**config.mk**
```make
export PLATFORM = sky130hd
export DESIGN_NAME = screen_switch_ctrl_flat
export DESIGN_NICKNAME = d
export VERILOG_FILES = /design/src/rtl/screen_switch_ctrl_pkg.sv /design/src/rtl/screen_switch_ctrl_if.sv /design/src/rtl/screen_switch_ctrl_frame_counter.sv /design/src/rtl/screen_switch_ctrl.sv /design/src/flat_wrapper.sv
export SDC_FILE = /design/constraint.sdc
export NUM_CORES = 1
export LEC_CHECK = 0
export CAP_MARGIN = 0
export CORE_MARGIN = 3
export CORE_UTILIZATION = 48
export CTS_BUF_LIST = sky130_fd_sc_hd__clkbuf_2
export DETAILED_ROUTE_END_ITERATION = 8
export PLACE_DENSITY = 0.76
export SLEW_MARGIN = 20
export SYNTH_ARGS = -nofsm -noshare
export SYNTH_HDL_FRONTEND = slang
export SYNTH_SLANG_ARGS = --single-unit
export TNS_END_PERCENT = 1
```
**constraint.sdc**
```tcl
create_clock -name clk65MHz -period 1.8 [get_ports clk65MHz]
set_clock_uncertainty 0.05 [all_clocks]
set_input_delay 0.36 -clock clk65MHz [delete_from_list [all_inputs] [get_ports clk65MHz]]
set_output_delay 0.36 -clock clk65MHz [all_outputs]
set_load 0.1 [all_outputs]
```
**src/rtl/screen_switch_ctrl_pkg.sv**
```systemverilog
// Shared types for the screen switch controller.
//   game_mode_t  : applied screen mode (IDLE / SINGLE / MULTI)
//   ctrl_state_t : controller sequencing states
//   CNT_W        : width of the frame counter
//   decode_req() : one-hot screen request to mode code
package screen_switch_ctrl_pkg;

  typedef enum logic [1:0] {
    MODE_IDLE   = 2'd0,
    MODE_SINGLE = 2'd1,
    MODE_MULTI  = 2'd2
  } game_mode_t;

  typedef enum logic [1:0] {
    ST_STABLE,
    ST_QUALIFY,
    ST_BLANK,
    ST_HOLD
  } ctrl_state_t;

  localparam int CNT_W = 4;

  // Anything other than exactly one request line high falls back to IDLE.
  function automatic game_mode_t decode_req(input logic idle,
                                            input logic single,
                                            input logic multi);
    game_mode_t m;
    case ({multi, single, idle})
      3'b001:  m = MODE_IDLE;
      3'b010:  m = MODE_SINGLE;
      3'b100:  m = MODE_MULTI;
      default: m = MODE_IDLE;
    endcase
    return m;
  endfunction

endpackage

```
**src/rtl/screen_switch_ctrl_if.sv**
```systemverilog
// Signal bundle between the game-select front end / draw pipeline and the
// screen switch controller.
//   screen_idle/single/multi : one-hot screen request (from select_game_sm)
//   vblank_start             : one-cycle pulse at start of vertical blank
//   game_busy                : game logic still flushing
//   mode_out                 : applied screen mode
//   blank_out                : force black screen
//   game_reset / game_start  : one-cycle control pulses to the game logic
// Modports: master = request/timing side, slave = controller.
interface screen_switch_ctrl_if;
  import screen_switch_ctrl_pkg::*;

  logic       screen_idle;
  logic       screen_single;
  logic       screen_multi;
  logic       vblank_start;
  logic       game_busy;
  game_mode_t mode_out;
  logic       blank_out;
  logic       game_reset;
  logic       game_start;

  modport master (
    output screen_idle, screen_single, screen_multi, vblank_start, game_busy,
    input  mode_out, blank_out, game_reset, game_start
  );

  modport slave (
    input  screen_idle, screen_single, screen_multi, vblank_start, game_busy,
    output mode_out, blank_out, game_reset, game_start
  );

endinterface

```
**src/rtl/screen_switch_ctrl_frame_counter.sv**
```systemverilog
// Frame counter shared by request qualification and post-switch hold.
//   clk, rst_n : clock, asynchronous active-low reset
//   clr        : synchronous clear (wins over en)
//   en         : count enable (one vblank)
//   limit      : terminal count
//   hit        : high in the cycle whose counted frame reaches limit
module screen_switch_ctrl_frame_counter
  import screen_switch_ctrl_pkg::*;
(
  input  logic             clk,
  input  logic             rst_n,
  input  logic             clr,
  input  logic             en,
  input  logic [CNT_W-1:0] limit,
  output logic             hit
);

  logic [CNT_W-1:0] cnt_q;
  logic [CNT_W-1:0] cnt_d;
  logic [CNT_W-1:0] cnt_inc;

  always_comb begin
    cnt_inc = cnt_q + CNT_W'(1);
    // Terminal count is flagged on the counting edge itself so the owner
    // can change state in the same cycle the final frame arrives.
    hit     = en && !clr && (cnt_inc == limit);
    cnt_d   = cnt_q;
    if (clr)     cnt_d = '0;
    else if (en) cnt_d = cnt_inc;
  end

  always_ff @(posedge clk or negedge rst_n) begin
    if (!rst_n) cnt_q <= '0;
    else        cnt_q <= cnt_d;
  end

endmodule

```
**src/rtl/screen_switch_ctrl.sv**
```systemverilog
// Screen switch controller: debounces the one-hot screen request over whole
// video frames, then sequences blank -> game reset -> apply mode on a frame
// boundary -> hold blanked -> unblank and start the game.
//   clk65MHz : system clock
//   rst      : asynchronous active-low reset
//   sw       : screen_switch_ctrl_if.slave (requests, vblank, busy in;
//              mode/blank/pulses out, all registered)
module screen_switch_ctrl
  import screen_switch_ctrl_pkg::*;
#(
  parameter int STABLE_FRAMES = 4,
  parameter int HOLD_FRAMES   = 2
) (
  input  logic                 clk65MHz,
  input  logic                 rst,
  screen_switch_ctrl_if.slave  sw
);

  localparam logic [CNT_W-1:0] STABLE_LIM = CNT_W'(STABLE_FRAMES);
  localparam logic [CNT_W-1:0] HOLD_LIM   = CNT_W'(HOLD_FRAMES);

  ctrl_state_t      state_q, state_d;
  game_mode_t       mode_q, mode_d;
  game_mode_t       cand_q, cand_d;
  logic             blank_q, blank_d;
  logic             game_reset_q, game_reset_d;
  logic             game_start_q, game_start_d;

  game_mode_t       req;
  logic             cnt_clr;
  logic             cnt_en;
  logic [CNT_W-1:0] cnt_limit;
  logic             cnt_hit;

  screen_switch_ctrl_frame_counter u_frame_counter (
    .clk   (clk65MHz),
    .rst_n (rst),
    .clr   (cnt_clr),
    .en    (cnt_en),
    .limit (cnt_limit),
    .hit   (cnt_hit)
  );

  always_comb begin
    req          = decode_req(sw.screen_idle, sw.screen_single, sw.screen_multi);
    state_d      = state_q;
    mode_d       = mode_q;
    cand_d       = cand_q;
    blank_d      = blank_q;
    game_reset_d = 1'b0;
    game_start_d = 1'b0;
    cnt_clr      = 1'b1;
    cnt_en       = 1'b0;
    cnt_limit    = STABLE_LIM;

    case (state_q)
      ST_STABLE: begin
        if (req != mode_q) begin
          cand_d  = req;
          state_d = ST_QUALIFY;
        end
      end

      ST_QUALIFY: begin
        if (req == mode_q) begin
          state_d = ST_STABLE;
        end else if (req != cand_q) begin
          // New candidate restarts qualification; a vblank in this cycle
          // belongs to the old candidate and is dropped.
          cand_d = req;
        end else begin
          cnt_clr = 1'b0;
          cnt_en  = sw.vblank_start;
          if (cnt_hit) begin
            state_d      = ST_BLANK;
            blank_d      = 1'b1;
            game_reset_d = 1'b1;
          end
        end
      end

      ST_BLANK: begin
        // Mode only changes on a frame boundary once the game has flushed.
        if (sw.vblank_start && !sw.game_busy) begin
          mode_d  = cand_q;
          state_d = ST_HOLD;
        end
      end

      ST_HOLD: begin
        cnt_clr   = 1'b0;
        cnt_en    = sw.vblank_start;
        cnt_limit = HOLD_LIM;
        if (cnt_hit) begin
          blank_d      = 1'b0;
          state_d      = ST_STABLE;
          game_start_d = (mode_q != MODE_IDLE);
        end
      end

      default: state_d = ST_STABLE;
    endcase
  end

  always_ff @(posedge clk65MHz or negedge rst) begin
    if (!rst) begin
      state_q      <= ST_STABLE;
      mode_q       <= MODE_IDLE;
      cand_q       <= MODE_IDLE;
      blank_q      <= 1'b0;
      game_reset_q <= 1'b0;
      game_start_q <= 1'b0;
    end else begin
      state_q      <= state_d;
      mode_q       <= mode_d;
      cand_q       <= cand_d;
      blank_q      <= blank_d;
      game_reset_q <= game_reset_d;
      game_start_q <= game_start_d;
    end
  end

  assign sw.mode_out   = mode_q;
  assign sw.blank_out  = blank_q;
  assign sw.game_reset = game_reset_q;
  assign sw.game_start = game_start_q;

endmodule

```
**src/flat_wrapper.sv**
```systemverilog
// flat-port wrapper written by rule: the top's interface ports become plain ports
module screen_switch_ctrl_flat import screen_switch_ctrl_pkg::*;
#(
  parameter int STABLE_FRAMES = 4,
  parameter int HOLD_FRAMES   = 2
)
  (clk65MHz, rst, sw_screen_idle, sw_screen_single, sw_screen_multi, sw_vblank_start, sw_game_busy, sw_mode_out, sw_blank_out, sw_game_reset, sw_game_start);
  screen_switch_ctrl_if sw_i ();
  input  logic clk65MHz;
  input  logic rst;
  input wire logic [$bits(sw_i.screen_idle)-1:0] sw_screen_idle;
  input wire logic [$bits(sw_i.screen_single)-1:0] sw_screen_single;
  input wire logic [$bits(sw_i.screen_multi)-1:0] sw_screen_multi;
  input wire logic [$bits(sw_i.vblank_start)-1:0] sw_vblank_start;
  input wire logic [$bits(sw_i.game_busy)-1:0] sw_game_busy;
  output wire logic [$bits(sw_i.mode_out)-1:0] sw_mode_out;
  output wire logic [$bits(sw_i.blank_out)-1:0] sw_blank_out;
  output wire logic [$bits(sw_i.game_reset)-1:0] sw_game_reset;
  output wire logic [$bits(sw_i.game_start)-1:0] sw_game_start;
  assign sw_i.screen_idle = sw_screen_idle;
  assign sw_i.screen_single = sw_screen_single;
  assign sw_i.screen_multi = sw_screen_multi;
  assign sw_i.vblank_start = sw_vblank_start;
  assign sw_i.game_busy = sw_game_busy;
  assign sw_mode_out = sw_i.mode_out;
  assign sw_blank_out = sw_i.blank_out;
  assign sw_game_reset = sw_i.game_reset;
  assign sw_game_start = sw_i.game_start;
  screen_switch_ctrl #(.STABLE_FRAMES(STABLE_FRAMES), .HOLD_FRAMES(HOLD_FRAMES)) u_core (.clk65MHz(clk65MHz), .rst(rst), .sw(sw_i));
endmodule
```
; ---- Word-level counts from Yosys, hierarchy flattened
; Index checks and enable logic that the tools add are counted.
[word_totals]
regBits = 13
inputBits = 7
output_inout_bits = 5
wordCells = 72
[op_classes]
n_addsub = 1
eq_ne = 18
muxes = 32
n_reduce_logical = 14
[op_table]
columns = cell, count
row1 = two-way mux 2 bit, 9
row2 = two-way mux 1 bit, 14
row3 = inequality test 2 x 1 -> 1 bit (second input constant), 5
row4 = AND reduction 5 bit, 2
row5 = two-way mux 4 bit, 2
row6 = case mux 2 bit (2 select lines), 2
row7 = case mux 2 bit (4 select lines), 1
row8 = nonzero test 2 bit, 4
row9 = case mux 1 bit (2 select lines), 3
row10 = adder 4 x 1 -> 4 bit (second input constant), 1
row11 = equality test 2 bit (second input constant), 2
row12 = equality test 4 bit, 1
row13 = inequality test 2 bit, 2
row14 = inequality test 2 bit (second input constant), 2
row15 = AND reduction 4 bit, 1
row16 = equality test 3 x 2 -> 1 bit (second input constant), 1
row17 = equality test 3 bit (second input constant), 1
row18 = logical AND 1 bit, 3
row19 = two-way mux 3 bit, 1
row20 = inequality test 3 x 1 -> 1 bit (second input constant), 1
row21 = inequality test 3 x 2 -> 1 bit (second input constant), 1
row22 = equality test 2 x 1 -> 1 bit (second input constant), 1
row23 = equality test 2 bit, 1
row24 = logical NOT 1 bit, 2
row25 = other kinds (2), 2

; ---- Logic depth before layout (Yosys ltp)
; Gate-level depths: netlist (run 1).
[depth]
ltp_word = 13
depth_mapped = 6
depth_no_buf = 6

; ---- Modules after synthesis
; From an unflattened synthesis (run 1), not the netlist that was laid out.
[unflattened]
cells_unflattened = 78
area_unflattened_um2 = 783.3
[modules_own_cells]
columns = module, n_inst, cells_each, area_per_inst_um2, seq_area_each_um2
row1 = screen_switch_ctrl, 1, 54, 533.0, 225.2
row2 = screen_switch_ctrl_frame_counter, 1, 24, 250.2, 100.1

; ---- Least setup slack after synthesis (run 1)
; No wires, ideal clock.
[synth_timing]
path_type = register to register
startpoint = register u_core.mode_q[1] (netlist: u_core.sw.mode_out[1])
endpoint = register u_core.cand_q[0]
setup_time_ps = 125
arrival_time_ps = 1909
t_required_ps = 1625
setup_slack_ps = -284
path_stages_with_launch = 5
n_path_buf = 0
period_less_slack_ps = 2084
path_cell_list = dfrtp_1 > mux2i_1 > o311a_1 > nand2_1 > mux2_2
[synth_between]
elab_chain_len = 3
elab_cells_between_ends = 5
classes_between = eq/ne: 4 / reduce/logical: 1
[synth_rtl]
columns = item, line_no
row1 = start: declaration, screen_switch_ctrl.sv:23  ; game_mode_t mode_q, mode_d;
row2 = start signal: assignment, screen_switch_ctrl.sv:115  ; mode_q <= mode_d;
row3 = inequality test 2 bit / equality test 2 bit (equally long branches), "screen_switch_ctrl.sv:58, screen_switch_ctrl.sv:65"
row4 = inequality test 2 x 1 -> 1 bit (no source line) / inequality test 2 bit (equally long branches), --
row5 = AND reduction 4 bit (no source line) (*), --
row6 = end signal: assignment, screen_switch_ctrl.sv:116  ; cand_q <= cand_d;
row7 = end: declaration, screen_switch_ctrl.sv:24  ; game_mode_t cand_q, cand_d;
; Mark *: on every way between the ends. The rest lies on a longest branch, timed or not.
; A chain may end at the register's enable or synchronous reset.

==> reports/metrics.cfg, run 1 <==
[logic_synthesis]
synth-async-reset-ratio = 1.00
ys_warn_count = 0
syn_area_per_cell_um2 = 10.4
synth-edff-count = 0
syn_area_um2 = 704
synth-seq-area-share = 0.462
ys_types = 27
synth_seq_cells = 13
synth-main-ff-cell = dfrtp_1
synthCells = 68
syn_nets = 76

[floorplan]
fp.dieH_um = 44.3
core_area_um2 = 1330
rows = 13
die_w_um = 44.3
ioPinCount = 12
initial_core_util = 0.528
fp.dieArea_um2 = 1960

[route]
detail_route.wl_per_cell_um = 16.1
vias = 631
drc = 0
ant_nets = 0
vias_per_cell = 5.49
firstDrtPassIters = 4
drtIter0Drc = 13
wl_um = 1860

[worst_setup_path]
worstPathArrival_ps = 2090
start_kind = register
ff2ff_path_depth = 6
path_max_fanout = 5
end_kind = register
cp.depth = 6
crit_start = u_core.u_frame_counter.cnt_q[0]
critPathKind = reg2reg
worstPathCellList = ha_2 -> xnor2_1 -> or3_4 -> a211oi_4 -> and4_1 -> o21bai_1
crit_buf_inv = 0
crit_path_top_delay_cell = dfrtp_1
worstReg2RegStart = u_core.u_frame_counter.cnt_q[0]
critPathMaxStageDelay_ps = 410
critPathRequiredTime_ps = 1960
r2r_slack_ps = -140
cpLargestDelayFamily = simple AND/OR/NAND/NOR gates

[clocking]
h-tree-depth = 1
cts_tree = yes
cts.reportedPaths.clkPinSlew_ps = 130
clk_latency_ps = 280
clk_path_buf_depth = 2
cts_inserted_buffers = 3
cts-root-buf = clkbuf_2
clock-sinks = 13

[global_route]
grt_pass1_wl_um = 2990
grt_start_max_net_pins = 14
grt_pass1_vias = 647
overflow = 0
grt_usage = 0.228
antenna_found_initial = 0

[finish]
diodes = 0
syn_to_final_growth_pct = 50.3
drive_gt1_frac = 0.390
layout.cells.non_filler = 115
nets = 109
num-fill-cells = 82

[place]
globalplace.congestion = 0.824
portBuffers = 11
dpl.hpwl_um = 1360
dpl.cell_count = 109

[power_and_ir_drop]
power_density_nw_per_um2 = 1440
vdd_ir_drop_max_mv = 1.08
leakagePower_nw = 0.478

[timing]
finalCritPeriodShare = 1.08
rsz0062_at_grt = yes
setup_viol = 9
fin_ws_ps = -136
hold_viol = 0
fmax_ghz = 0.517
fin_crit_ps = 1940
slew_viol_final = 0
finalSetupTns_ps = -446
worst_pin_slew_ps = 587
slew_headroom = 0.607

[run_status]
outcome = complete, but fails checks
violations = negative setup slack

[hold_path]
hp-class = in2async

[job]
drv_cap = 0

[layer usage]
layer	global-route usage	wire [µm]
met1	0.273	791
met4	0.145	40
met2	0.358	942
met3	0.0650	81
met5	0	0
[layout make-up]
class / count / area, µm² / share of cell area
tap: 15 / 18.8 / 0.0177
inverter: 3 / 11.3 / 0.0106
multi-input combinational: 52 / 393 / 0.371
sequential: 13 / 328 / 0.310
timing repair buffer: 28 / 288 / 0.272
clock buffer: 4 / 20.0 / 0.0189
[report_power, final]
group	internal [mW]	switching, mW	total, mW	leakage [nW]
clock network	0.0589	0.0967	0.156	0.0166
registers	0.381	0.117	0.499	0.169
logic	0.390	0.482	0.872	0.292
[worst min-delay path by stage]
stage             start                    end  slack (ps)
2_1_floorplan       rst              async pin          10
5_1_grt             rst      u_core.state_q[0]         400
6_report            rst  u_core.sw.mode_out[1]         380
3_5_place_dp   register    u_core.sw.blank_out         510
4_1_cts             rst      u_core.state_q[0]         400
3_3_place_gp   register    u_core.sw.blank_out         510
[through the flow]
stage	utilization	cell area [µm²]	worst slack (ps)	total power, mW	hold WS, ps
4_1_cts	0.777	1040	-76.1	1.49	396
3_3_place_gp	0.749	998	-154	1.28	509
2_1_floorplan	-	707	-45.1	0.949	14.4
6_report	0.794	1060	-136	1.53	379
3_5_place_dp	0.749	998	-259	1.32	512
5_1_grt	0.794	1060	-246	1.61	404
[cells in the final DEF (no fill, tap or decap), types with 2 or more instances in the layout]
cell,n
nand2_1,9
o21bai_1,2
dfrtp_2,2
buf_4,17
dfrtp_1,11
xnor2_1,4
clkdlybuf4s50_1,6
nor3b_2,2
mux2i_1,3
inv_1,3
nand3_1,3
buf_12,5
nor2_1,6
clkbuf_2,4
mux2_2,3
a21oi_1,2
[synth_stat cells, types with 2 or more instances]
library cell | instances | area [µm²]
dfrtp_1 | 13 | 325
nand2_1 | 9 | 33.8
nor2_1 | 7 | 26.3
xnor2_1 | 4 | 35.0
inv_1 | 3 | 11.3
mux2_2 | 3 | 33.8
mux2i_1 | 3 | 30.0
nand3_1 | 3 | 15.0
nor3b_1 | 3 | 22.5
a21oi_1 | 2 | 10.0
o21bai_1 | 2 | 15.0
[worst register-to-register path, delay by kind of cell (launching register included)]
family | cells | cell delay, ps
DFF | 1 | 410
xor gates and xnor gates | 1 | 160
and+or+nand+nor | 2 | 620
adders and majority gates | 1 | 210
AOI/OAI and AO/OA | 2 | 420
[state kept, by name, indices dropped and copies added, names as in the netlist, named ones only]
signal                        cells
u_core.u_frame_counter.cnt_q      4
u_core.cand_q                     2
u_core.sw.mode_out                2
u_core.state_q                    1
u_core.sw.blank_out               1
u_core.sw.game_reset              1
u_core.sw.game_start              1
[cell families (layout without fill, tap and decap cells)]
logic type               after synthesis  count (layout)  share of synthesized area
AO/OA/AOI/OAI                         11              11                      0.137
AND/OR/NAND/NOR                       29              29                      0.215
adder cells (fa/ha/maj)                1               1                     0.0178
flip-flops                            13              13                      0.462
multiplexers                           6               6                     0.0906
buffers and inverters                  3              35                     0.0160
XOR/XNOR                               5               5                     0.0622
[timing repair]
item | CTS | global route
buffers inserted | 2 | 0
hold buffers | 0 | 0
endpoints found under the setup margin | 5 | 9
pin swaps | 2 | 0
cloned | 0 | 0
gates resized for setup | 1 | 4
Note: power is estimated with default switching activity, not from simulation.
==> run 2: changes to the inputs <==
- GPL_ROUTABILITY_DRIVEN: unset -> 0
- PLACE_DENSITY: 0.76 -> 0.75
- SYNTH_HIERARCHICAL: unset -> 1
==> run 2 against run 1 <==
Against the previous run: the run still ends with negative setup slack left; register-to-register slack worse by 260 ps; sequential cell count unchanged; clock power about the same; cell count up 12%.
==> reports/metrics.cfg, run 2 <==
[logic_synthesis]
ys_types = 36
syn_area_per_cell_um2 = 10.0
synth_top_area_share = 0.415
synth-edff-count = 0
synth-seq-area-share = 0.415
synth.area.top_cells = dfrtp_1, xnor2_1, xor2_1
syn_area_um2 = 783
yosysTopAreaCell = dfrtp_1
synth_seq_cells = 13
synth.most_common_cell = dfrtp_1
synth-main-ff-cell = dfrtp_1
netlist_top_cells_count = dfrtp_1, nor2_1, nand2_1, xnor2_1, xor2_1
synth-async-reset-ratio = 1.00
ys_warn_count = 6
synthCells = 78

[finish]
nets = 123
regMostFlops = u_core/u_frame_counter/cnt_q
final_common_cell = buf_4
drive_gt1_frac = 0.439
syn_to_final_growth_pct = 54.0
largest_register_ffs = 4
mostFrequentLayoutCells = buf_4, dfrtp_1, nor2_1, buf_12, xnor2_1
layout.cells.non_filler = 129
diodes = 0

[floorplan]
core_area_um2 = 1420
fp.dieH_um = 46.4
rows = 13
ioPinCount = 12
initial_core_util = 0.553
die_w_um = 46.4
fp.dieArea_um2 = 2150

[clocking]
cts-root-buf = clkbuf_2
h-tree-depth = 1
cts_tree = yes
cts_inserted_buffers = 3
cts.reportedPaths.clkPinSlew_ps = 130
clk_path_buf_depth = 2
clock-sinks = 13
clk_latency_ps = 280

[global_route]
grt_util_met1 = 0.268
met3_usage = 0.0508
grt_pass1_vias = 694
grt_busiest_layer = met2
grt_usage = 0.205
antenna_found_initial = 0
met2_usage = 0.313
grt_start_max_net_pins = 10
grt_pass1_wl_um = 2990
overflow = 0

[route]
drc = 0
wl_um = 1940
detail_route.wl_per_cell_um = 15.0
firstDrtPassIters = 6
drtIter0Drc = 12
ant_nets = 0
vias = 715
vias_per_cell = 5.54

[timing]
finalCritPeriodShare = 1.22
finalSetupTns_ps = -2730
fin_ws_ps = -399
slew_viol_final = 0
fin_crit_ps = 2200
rsz0062_at_grt = yes
fmax_ghz = 0.455
setup_viol = 11
hold_viol = 0

[power_and_ir_drop]
cell_internal_pwr_mw = 0.435
seqPwrFrac = 0.507
vdd_ir_drop_max_mv = 0.406
swShare = 0.286
power.switching_mw = 0.175
leakagePower_nw = 0.567
pwr-share-comb = 0.232
clkPwrFrac = 0.261
finalPower_mw = 0.609
power_density_nw_per_um2 = 505

[worst_setup_path]
worstReg2RegStart = u_core/sw.mode_out[0]
critPathKind = reg2reg
ff2ff_path_depth = 10
critPathRequiredTime_ps = 1930
path_max_fanout = 5
end_kind = register
reg2reg_to = u_core/state_q[0]
start_kind = register
r2r_slack_ps = -400
worstPathArrival_ps = 2330

[hold_path]
hp-class = in2async

[job]
drv_cap = 0

[place]
portBuffers = 11
dpl.cell_count = 123
dpl.hpwl_um = 1360

[run_status]
outcome = complete, but fails checks
violations = negative setup slack

-- run 2: power groups by stage --
stage	Sequential [mW]	Combinational (mW)	Clock, mW
after floorplan	0.311	0.0537	0
after global placement	0.311	0.121	0
after detailed placement	0.312	0.123	0
after CTS	0.307	0.128	0.160
after global routing	0.310	0.153	0.174
final	0.309	0.141	0.159
-- run 2: cell type report --
class	count	area, µm²
multi-input combinational	61	498
tap	15	18.8
sequential	13	332
fill	74	209
clock buffer	4	20.0
timing repair buffer	33	327
inverter	3	11.3
-- run 2: per-stage QoR --
step	hold WS (ps)	setup slack (ps)	instance area, µm²	utilization
global placement	491	-742	1120	0.790
detailed placement	494	-839	1120	0.790
finish	275	-399	1210	0.852
floorplan	14.4	-511	796	-
global route	256	-483	1210	0.852
CTS	273	-312	1150	0.816
-- run 2: layer usage --
metal	up-vias	part of all wire	wire length, µm
li1	350	-	-
met1	344	0.47	915
met2	17	0.47	902
met3	4	0.040	78
met4	0	0.021	41
met5	-	0	0
-- run 2: cells by family (layout without fill, tap and decap cells) --
family	after synthesis	count (layout)	share of synthesized area
AND/OR/NAND/NOR	27	27	0.193
AO/OA/AOI/OAI	15	15	0.145
flip-flops	13	13	0.415
XOR/XNOR	9	9	0.101
multiplexers	7	7	0.101
buffers and inverters	5	40	0.0240
adder cells (fa/ha/maj)	1	1	0.0160
other	1	2	0.00479
-- run 2: worst max path at each step --
stage	from	cells after the start	endpoint	slack (ps)
global placement	sw_screen_single	11	register	-740
floorplan	u_core/sw.mode_out[0]	11	u_core/state_q[0]	-510
detailed placement	sw_screen_single	11	register	-840
CTS	u_core/sw.mode_out[0]	11	u_core/state_q[0]	-310
global route	u_core/sw.mode_out[0]	11	u_core/state_q[0]	-480
finish	u_core/sw.mode_out[0]	10	u_core/state_q[0]	-400
-- run 2: critical path: stages (launching register included) --
cell and delay, ps:
dfrtp_4 490, nor2b_4 130, a22oi_2 190, o21ai_2 80, nor2_1 200, o211a_1 240, nand4b_1 110, nor3_2 180
nand2_2 120, buf_4 150, o21a_1 150
-- run 2: repair_timing --
item / 4_1_cts / 5_1_grt
buffers inserted: 0 / 2
endpoints found under the setup margin: 11 / 11
hold buffers: 0 / 0
pin swaps: 5 / 6
resized for setup: 9 / 8
